$ cat src/rtl/mac_operand_streamer.sv
// Operand sequencer for the staged MAC: reads LEN weight/activation pairs and streams them
// as {weight, activation} AXI-Stream beats through a 4-deep FIFO. Optional stats: MAC_STREAMER_STATS_EN.
module mac_operand_streamer #(
   parameter int DATA_WIDTH = 32,
   parameter int ADDR_WIDTH = 10,
   parameter int LEN_WIDTH  = 16
) (
   input  logic                    i_aclk,
   input  logic                    i_aresetn,
   input  logic                    i_cmd_valid,
   output logic                    o_cmd_ready,
   input  logic [ADDR_WIDTH-1:0]   i_cmd_w_base,
   input  logic [ADDR_WIDTH-1:0]   i_cmd_a_base,
   input  logic [LEN_WIDTH-1:0]    i_cmd_len,
   input  logic                    i_cmd_bias_en,
   input  logic [DATA_WIDTH-1:0]   i_cmd_bias,
   input  logic [7:0]              i_cmd_id,
   output logic                    o_w_rd_en,
   output logic                    o_a_rd_en,
   output logic [ADDR_WIDTH-1:0]   o_w_rd_addr,
   output logic [ADDR_WIDTH-1:0]   o_a_rd_addr,
   input  logic [DATA_WIDTH-1:0]   i_w_rd_data,
   input  logic [DATA_WIDTH-1:0]   i_a_rd_data,
   output logic                    o_md_axis_tvalid,
   input  logic                    i_md_axis_tready,
   output logic [2*DATA_WIDTH-1:0] o_md_axis_tdata,
   output logic                    o_md_axis_tuser,
   output logic                    o_md_axis_tlast,
   output logic [7:0]              o_md_axis_tid,
   output logic [31:0]             o_stat_beats,
   output logic [31:0]             o_stat_stalls
);

   localparam int TW = 2 * DATA_WIDTH;

   typedef enum logic [1:0] {S_IDLE, S_ISSUE, S_DRAIN} state_t;

   state_t                r_state, w_state_next;
   logic [ADDR_WIDTH-1:0] r_w_base, r_a_base;
   logic [LEN_WIDTH-1:0]  r_len, r_k;
   logic [7:0]            r_id;
   logic                  r_inflight, r_inflight_last;

   logic [TW-1:0]         r_fifo_data [4];
   logic                  r_fifo_user [4];
   logic                  r_fifo_last [4];
   logic [7:0]            r_fifo_id   [4];
   logic [1:0]            r_wr_ptr, r_rd_ptr;
   logic [2:0]            r_count;

   logic                  w_accept, w_issue, w_k_last, w_pop, w_credit_ok;
   logic [3:0]            w_occupancy;
   logic                  w_push, w_push_user, w_push_last;
   logic [TW-1:0]         w_push_data;
   logic [7:0]            w_push_id;
   logic [ADDR_WIDTH-1:0] w_w_addr, w_a_addr;

   assign o_cmd_ready = (r_state == S_IDLE) && i_aresetn;
   assign w_accept    = i_cmd_valid && o_cmd_ready;

   // Credit counts the read in flight as already occupying a slot, so reads never overflow the FIFO.
   assign w_occupancy = {1'b0, r_count} + {3'b000, r_inflight};
   assign w_credit_ok = w_occupancy < 4'd4;
   assign w_issue     = (r_state == S_ISSUE) && w_credit_ok;
   assign w_k_last    = (r_k == r_len - LEN_WIDTH'(1));

   assign w_w_addr    = r_w_base + ADDR_WIDTH'(r_k);
   assign w_a_addr    = r_a_base + ADDR_WIDTH'(r_k);
   assign o_w_rd_en   = w_issue;
   assign o_a_rd_en   = w_issue;
   assign o_w_rd_addr = w_issue ? w_w_addr : '0;
   assign o_a_rd_addr = w_issue ? w_a_addr : '0;

   assign o_md_axis_tvalid = (r_count != 3'd0);
   assign o_md_axis_tdata  = r_fifo_data[r_rd_ptr];
   assign o_md_axis_tuser  = r_fifo_user[r_rd_ptr];
   assign o_md_axis_tlast  = r_fifo_last[r_rd_ptr];
   assign o_md_axis_tid    = r_fifo_id[r_rd_ptr];
   assign w_pop            = o_md_axis_tvalid && i_md_axis_tready;

   // Returned read data and the accept-time bias/empty beat can never coincide: reads only occur outside IDLE.
   always_comb begin
      w_push      = 1'b0;
      w_push_data = '0;
      w_push_user = 1'b0;
      w_push_last = 1'b0;
      w_push_id   = r_id;
      if (r_inflight) begin
         w_push      = 1'b1;
         w_push_data = {i_w_rd_data, i_a_rd_data};
         w_push_last = r_inflight_last;
      end else if (w_accept && (i_cmd_bias_en || (i_cmd_len == '0))) begin
         w_push      = 1'b1;
         w_push_data = i_cmd_bias_en ? {{DATA_WIDTH{1'b0}}, i_cmd_bias} : '0;
         w_push_user = i_cmd_bias_en;
         w_push_last = (i_cmd_len == '0);
         w_push_id   = i_cmd_id;
      end
   end

   always_comb begin
      w_state_next = r_state;
      case (r_state)
         S_IDLE: begin
            if (w_accept)
               w_state_next = (i_cmd_len == '0) ? S_DRAIN : S_ISSUE;
         end
         S_ISSUE: begin
            if (w_issue && w_k_last)
               w_state_next = S_DRAIN;
         end
         S_DRAIN: begin
            if ((r_count == 3'd0) && !r_inflight)
               w_state_next = S_IDLE;
         end
         default: w_state_next = S_IDLE;
      endcase
   end

   always_ff @(posedge i_aclk or negedge i_aresetn) begin
      if (!i_aresetn) begin
         r_state         <= S_IDLE;
         r_w_base        <= '0;
         r_a_base        <= '0;
         r_len           <= '0;
         r_k             <= '0;
         r_id            <= '0;
         r_inflight      <= 1'b0;
         r_inflight_last <= 1'b0;
      end else begin
         r_state         <= w_state_next;
         r_inflight      <= w_issue;
         r_inflight_last <= w_issue && w_k_last;
         if (w_accept) begin
            r_w_base <= i_cmd_w_base;
            r_a_base <= i_cmd_a_base;
            r_len    <= i_cmd_len;
            r_id     <= i_cmd_id;
            r_k      <= '0;
         end else if (w_issue) begin
            r_k <= r_k + LEN_WIDTH'(1);
         end
      end
   end

   // Storage is cleared on reset so the idle output bus reads as zero.
   always_ff @(posedge i_aclk or negedge i_aresetn) begin
      if (!i_aresetn) begin
         for (int i = 0; i < 4; i++) begin
            r_fifo_data[i] <= '0;
            r_fifo_user[i] <= 1'b0;
            r_fifo_last[i] <= 1'b0;
            r_fifo_id[i]   <= '0;
         end
         r_wr_ptr <= '0;
         r_rd_ptr <= '0;
         r_count  <= '0;
      end else begin
         if (w_push) begin
            r_fifo_data[r_wr_ptr] <= w_push_data;
            r_fifo_user[r_wr_ptr] <= w_push_user;
            r_fifo_last[r_wr_ptr] <= w_push_last;
            r_fifo_id[r_wr_ptr]   <= w_push_id;
            r_wr_ptr              <= r_wr_ptr + 2'd1;
         end
         if (w_pop)
            r_rd_ptr <= r_rd_ptr + 2'd1;
         r_count <= r_count + {2'b00, w_push} - {2'b00, w_pop};
      end
   end

`ifdef MAC_STREAMER_STATS_EN
   logic [31:0] r_stat_beats, r_stat_stalls;

   always_ff @(posedge i_aclk or negedge i_aresetn) begin
      if (!i_aresetn) begin
         r_stat_beats  <= '0;
         r_stat_stalls <= '0;
      end else begin
         if (w_pop)
            r_stat_beats <= r_stat_beats + 32'd1;
         if (o_md_axis_tvalid && !i_md_axis_tready)
            r_stat_stalls <= r_stat_stalls + 32'd1;
      end
   end

   assign o_stat_beats  = r_stat_beats;
   assign o_stat_stalls = r_stat_stalls;
`else
   assign o_stat_beats  = '0;
   assign o_stat_stalls = '0;
`endif

endmodule

$ cat config.mk
export PLATFORM = sky130hd
export DESIGN_NAME = mac_operand_streamer
export DESIGN_NICKNAME = d
export VERILOG_FILES = /design/src/rtl/mac_operand_streamer.sv
export SDC_FILE = /design/constraint.sdc
export NUM_CORES = 1
export LEC_CHECK = 0
export ABC_CLOCK_PERIOD_IN_PS = 5000
export CAP_MARGIN = 20
export CORE_MARGIN = 3
export CORE_UTILIZATION = 58
export CTS_CLUSTER_DIAMETER = 30
export CTS_CLUSTER_SIZE = 10
export DETAILED_ROUTE_END_ITERATION = 10
export PLACE_DENSITY = 0.86
export RECOVER_POWER = 25
export SLEW_MARGIN = 20
export SYNTH_ARGS = -nofsm -noshare
export SYNTH_HDL_FRONTEND = slang
export SYNTH_SLANG_ARGS = --single-unit
$ cat constraint.sdc
create_clock -name i_aclk -period 5 [get_ports i_aclk]
set_input_delay 1.5 -clock i_aclk [delete_from_list [all_inputs] [get_ports i_aclk]]
set_output_delay 1.5 -clock i_aclk [all_outputs]
set_load 0.02 [all_outputs]
==> results.md <==
## Floorplan
* 181.4 um — chip height
* 181.4 um — horizontal die dimension
* 59.56% — starting utilization of the core area
* 32900 um^2 — die footprint
* 29950 um^2 — core region area
* 307 — number of primary I/O pins
* 63 — standard-cell rows

## Detailed routing
* 6.252 — average vias per placed instance
* 12898 — count of vias placed by the detailed router
* 5 — First-pass DRT Iterations
* 47.46 mm — total routed wirelength
* 23.01 um — detailed-route wire length per cell
* 874 — iteration-0 DRC count of the detailed router
* 0 — count of nets left with antenna violations after detail routing
* 0 — DRC errors left

## Clocking
* 0.55 ns — clock latency on the worst-skew pair
* 0.05 ns — clk slew on worst S/H paths
* 3 — maximum number of buffers from clock root to sink
* 74 — clock buffer count from CTS
* clkbuf_16 — root cell of the clock tree
* 3 — CTS HTree Levels
* 0 — post-CTS setup repair buffer count
* 367 — clk sinks
* done — TritonCTS clock tree
* 0 — # hold bufs at CTS

## GRT
* 28.61% — total global-route track usage
* 1 — initial antenna violation count
* 0 — final global-route overflow total
* 14074 — vias in the first global route
* 186 — largest net degree at the start of global routing
* 75.61 mm — global-route wire length before repair

## Yosys
* 0 — count of yosys warnings during synthesis
* 100.0% — share of flip-flops with an asynchronous set or reset
* 60 — count of cell types in the netlist
* 1381 — post-synthesis instance total
* 367 — total of flip-flops plus latches after synthesis
* dfrtp_1 — most frequently used flop master after synthesis
* 0 — Post-synth EDFFs
* 17840 um^2 — synthesized area
* 12.92 um^2 — Post-Synthesis Mean Instance Area
* 51.48% — sequential-to-total area share from yosys stat

## Worst setup path
* r_fifo_data[200] — reg-to-reg endpoint
* r_state[1] — Worst R2R Start
* ha_1 -> a21o_1 -> a21oi_1 -> o21bai_1 -> a2111oi_1 -> o31a_1 -> o21a_1 -> clkdlybuf4s50_1 — list of cells traversed by the critical path
* 7 — number of cells on the worst reg-to-reg path
* flip-flop — critical path launch point type
* 8 — highest fanout seen on the critical path
* 0.60 ns — CP peak stage delay
* 3.38 ns — critical path data arrival time
* primary output — category of the worst setup path capture point
* clkdlybuf4s50_1 — highest-delay cell along the critical path
* 1.43 ns — Worst R2R Setup Slack
* flip-flop to primary output — type of the worst setup path
* 3.50 ns — worst endpoint required time

## Timing
* 205.0 MHz — Max Freq
* 0 ns — total negative slack for setup checks
* 0.02463 ns — Setup Skew
* 0.4786 ns — Min Hold Slack
* 97.54% — Period Utilization, post-route
* no — RSZ-0062 raised after global routing
* 4.877 ns — final critical delay including setup and external delays
* -66.41% — worst slew margin relative to its limit
* 0 — endpoints failing hold
* 2.496 ns — Slew @ Worst Pin
* 228 — pins over their slew limit
* 0 — Setup-failing EPs final

## Hold path
* flip-flop to flip-flop — path category of the worst min-delay check
* r_a_base[3] — Worst Hold End
* r_a_base[3] — start point of the worst hold path
* 2 — Hold Path Depth

## Final layout
* 24.70% — layout cell share with drive strength beyond 1
* 2063 — number of standard cells in the layout, taps in and fillers out
* dfrtp_1, clkdlybuf4s50_1, mux2_2, nand2_1, a32o_1 — most frequent cells in the layout
* dfrtp_1 — leading cell type in the layout, fill and taps excluded
* 1792 — Layout Nets
* 28.73% — area overhead of the layout relative to synthesis

## Placement
* 0.8703 — final RePlAce weighted congestion
* 1931 — instance count after placement with tap cells included
* 242 — number of input and output port buffers inserted
* 28.39 mm — HPWL after detailed placement

## Power
* 10.48 nW — leakage power
* 0.0004346 V — Max rail drop VDD
* 746.8 nW/um^2 — power density normalized to cell area

## Status
* max-capacitance violations, max-slew violations — violations in the final reports
* complete, but fails checks — outcome

## Run
* 2 — max-cap violation count

[sequential cells by signal, summed over array words and instances (netlist names)]
signal	cells
r_fifo_data	256
r_fifo_id	32
r_k	16
r_len	16
r_a_base	10
r_w_base	10
r_id	8
r_fifo_last	4
r_fifo_user	4
r_count	3
r_rd_ptr	2
r_state	2
r_wr_ptr	2
r_inflight	1
r_inflight_last	1
[stage by stage]
stage	utilization [%]	setup slack (ns)	instance area (um^2)	power (W)
finish	76.68	0.1229	22970	0.01715
global route	76.68	0.02575	22970	0.01794
CTS	76.73	0.0003682	22980	0.01720
detailed placement	68.15	0.4808	20410	0.01199
global placement	68.15	0.5407	20410	0.01168
floorplan	-	0.9933	18080	0.009416
[what timing repair did]
item | 4_1_cts | 5_1_grt
gates cloned | 0 | 0
setup endpoints to repair | 2 | 5
resized for setup | 4 | 5
[report_power, final]
part	total (W)	leakage (nW)	internal, W	switching [W]
Clock	0.00502	1.24	0.00343	0.00159
Combinational	0.00700	4.53	0.00353	0.00347
Sequential	0.00514	4.71	0.00415	0.000982
Total	0.0172	10.5	0.0111	0.00603
[cell families after synthesis]
group	after synthesis	synth area share, %
other cells	1	0.02102
mux	250	20.45
flops	367	51.48
xor+xnor	46	2.258
buf+inv	186	5.295
fa+ha+maj	30	2.230
simple gates	264	6.922
compound gates	237	11.35
[how the worst max path moves through the flow]
stage | start | endpoint | slack (ns)
after floorplan | i_aresetn | r_count[2] | 0.99
final | r_k[1] | o_w_rd_addr[9] | 0.12
after CTS | r_k[1] | o_w_rd_addr[9] | 0.0004
after global routing | r_k[1] | o_a_rd_addr[7] | 0.03
after global placement | r_k[0] | o_w_rd_addr[8] | 0.54
after detailed placement | r_k[0] | o_w_rd_addr[8] | 0.48
[worst max-delay path: cells and delay by family (launching register included)]
kind / cells / cell delay, ns
AOI/OAI and AO/OA: 6 / 1.47
buffers and inverters: 1 / 0.60
adders and majority gates: 1 / 0.31
DFF: 1 / 0.48
[per-layer routing]
layer	GRT usage (%)	vias up	routed length, um
li1	-	5516	-
met1	36.60	6696	18730
met2	48.43	553	24040
met3	5.409	133	3047
met4	11.88	0	1639
met5	0	-	0
[Yosys cell counts, types with 4 or more instances]
| library cell | count | area, um^2 |
|---|---|---|
| nor4_1 | 8 | 50.05 |
| and3_1 | 5 | 31.28 |
| o211ai_1 | 4 | 30.03 |
| buf_1 | 8 | 30.03 |
| o21bai_1 | 4 | 30.03 |
| nor3b_1 | 4 | 30.03 |
| mux2_2 | 176 | 1982 |
| xnor2_1 | 23 | 201.4 |
| and2_1 | 10 | 62.56 |
| nand3_1 | 7 | 35.03 |
| mux4_2 | 74 | 1667 |
| nand4_1 | 9 | 56.30 |
| or2_2 | 5 | 31.28 |
| dfrtp_1 | 367 | 9184 |
| nand2_1 | 147 | 551.8 |
| xor2_1 | 23 | 201.4 |
| a32o_1 | 84 | 840.8 |
| o21ai_0 | 14 | 70.07 |
| inv_1 | 18 | 67.56 |
| or3_1 | 8 | 50.05 |
| ha_1 | 27 | 337.8 |
| a22o_1 | 76 | 665.6 |
| or4_1 | 4 | 30.03 |
| clkbuf_1 | 93 | 349.1 |
| a2111oi_0 | 5 | 43.79 |
| nor3_1 | 7 | 35.03 |
| buf_4 | 65 | 488.0 |
| a21oi_1 | 20 | 100.1 |
| a21o_1 | 5 | 37.54 |
| nor2_1 | 33 | 123.9 |
[area by class of cell]
class / instances / area, um^2
Antenna cell: 1 / 2.502
Clock buffer: 96 / 2034
Clock inverter: 35 / 525.5
Fill cell: 1762 / 6987
Inverter: 18 / 67.56
Multi-Input combinational cell: 891 / 8000
Sequential cell: 367 / 9196
Tap cell: 390 / 488.0
Timing Repair Buffer: 265 / 2653
Power figures use the tool's default switching activity.
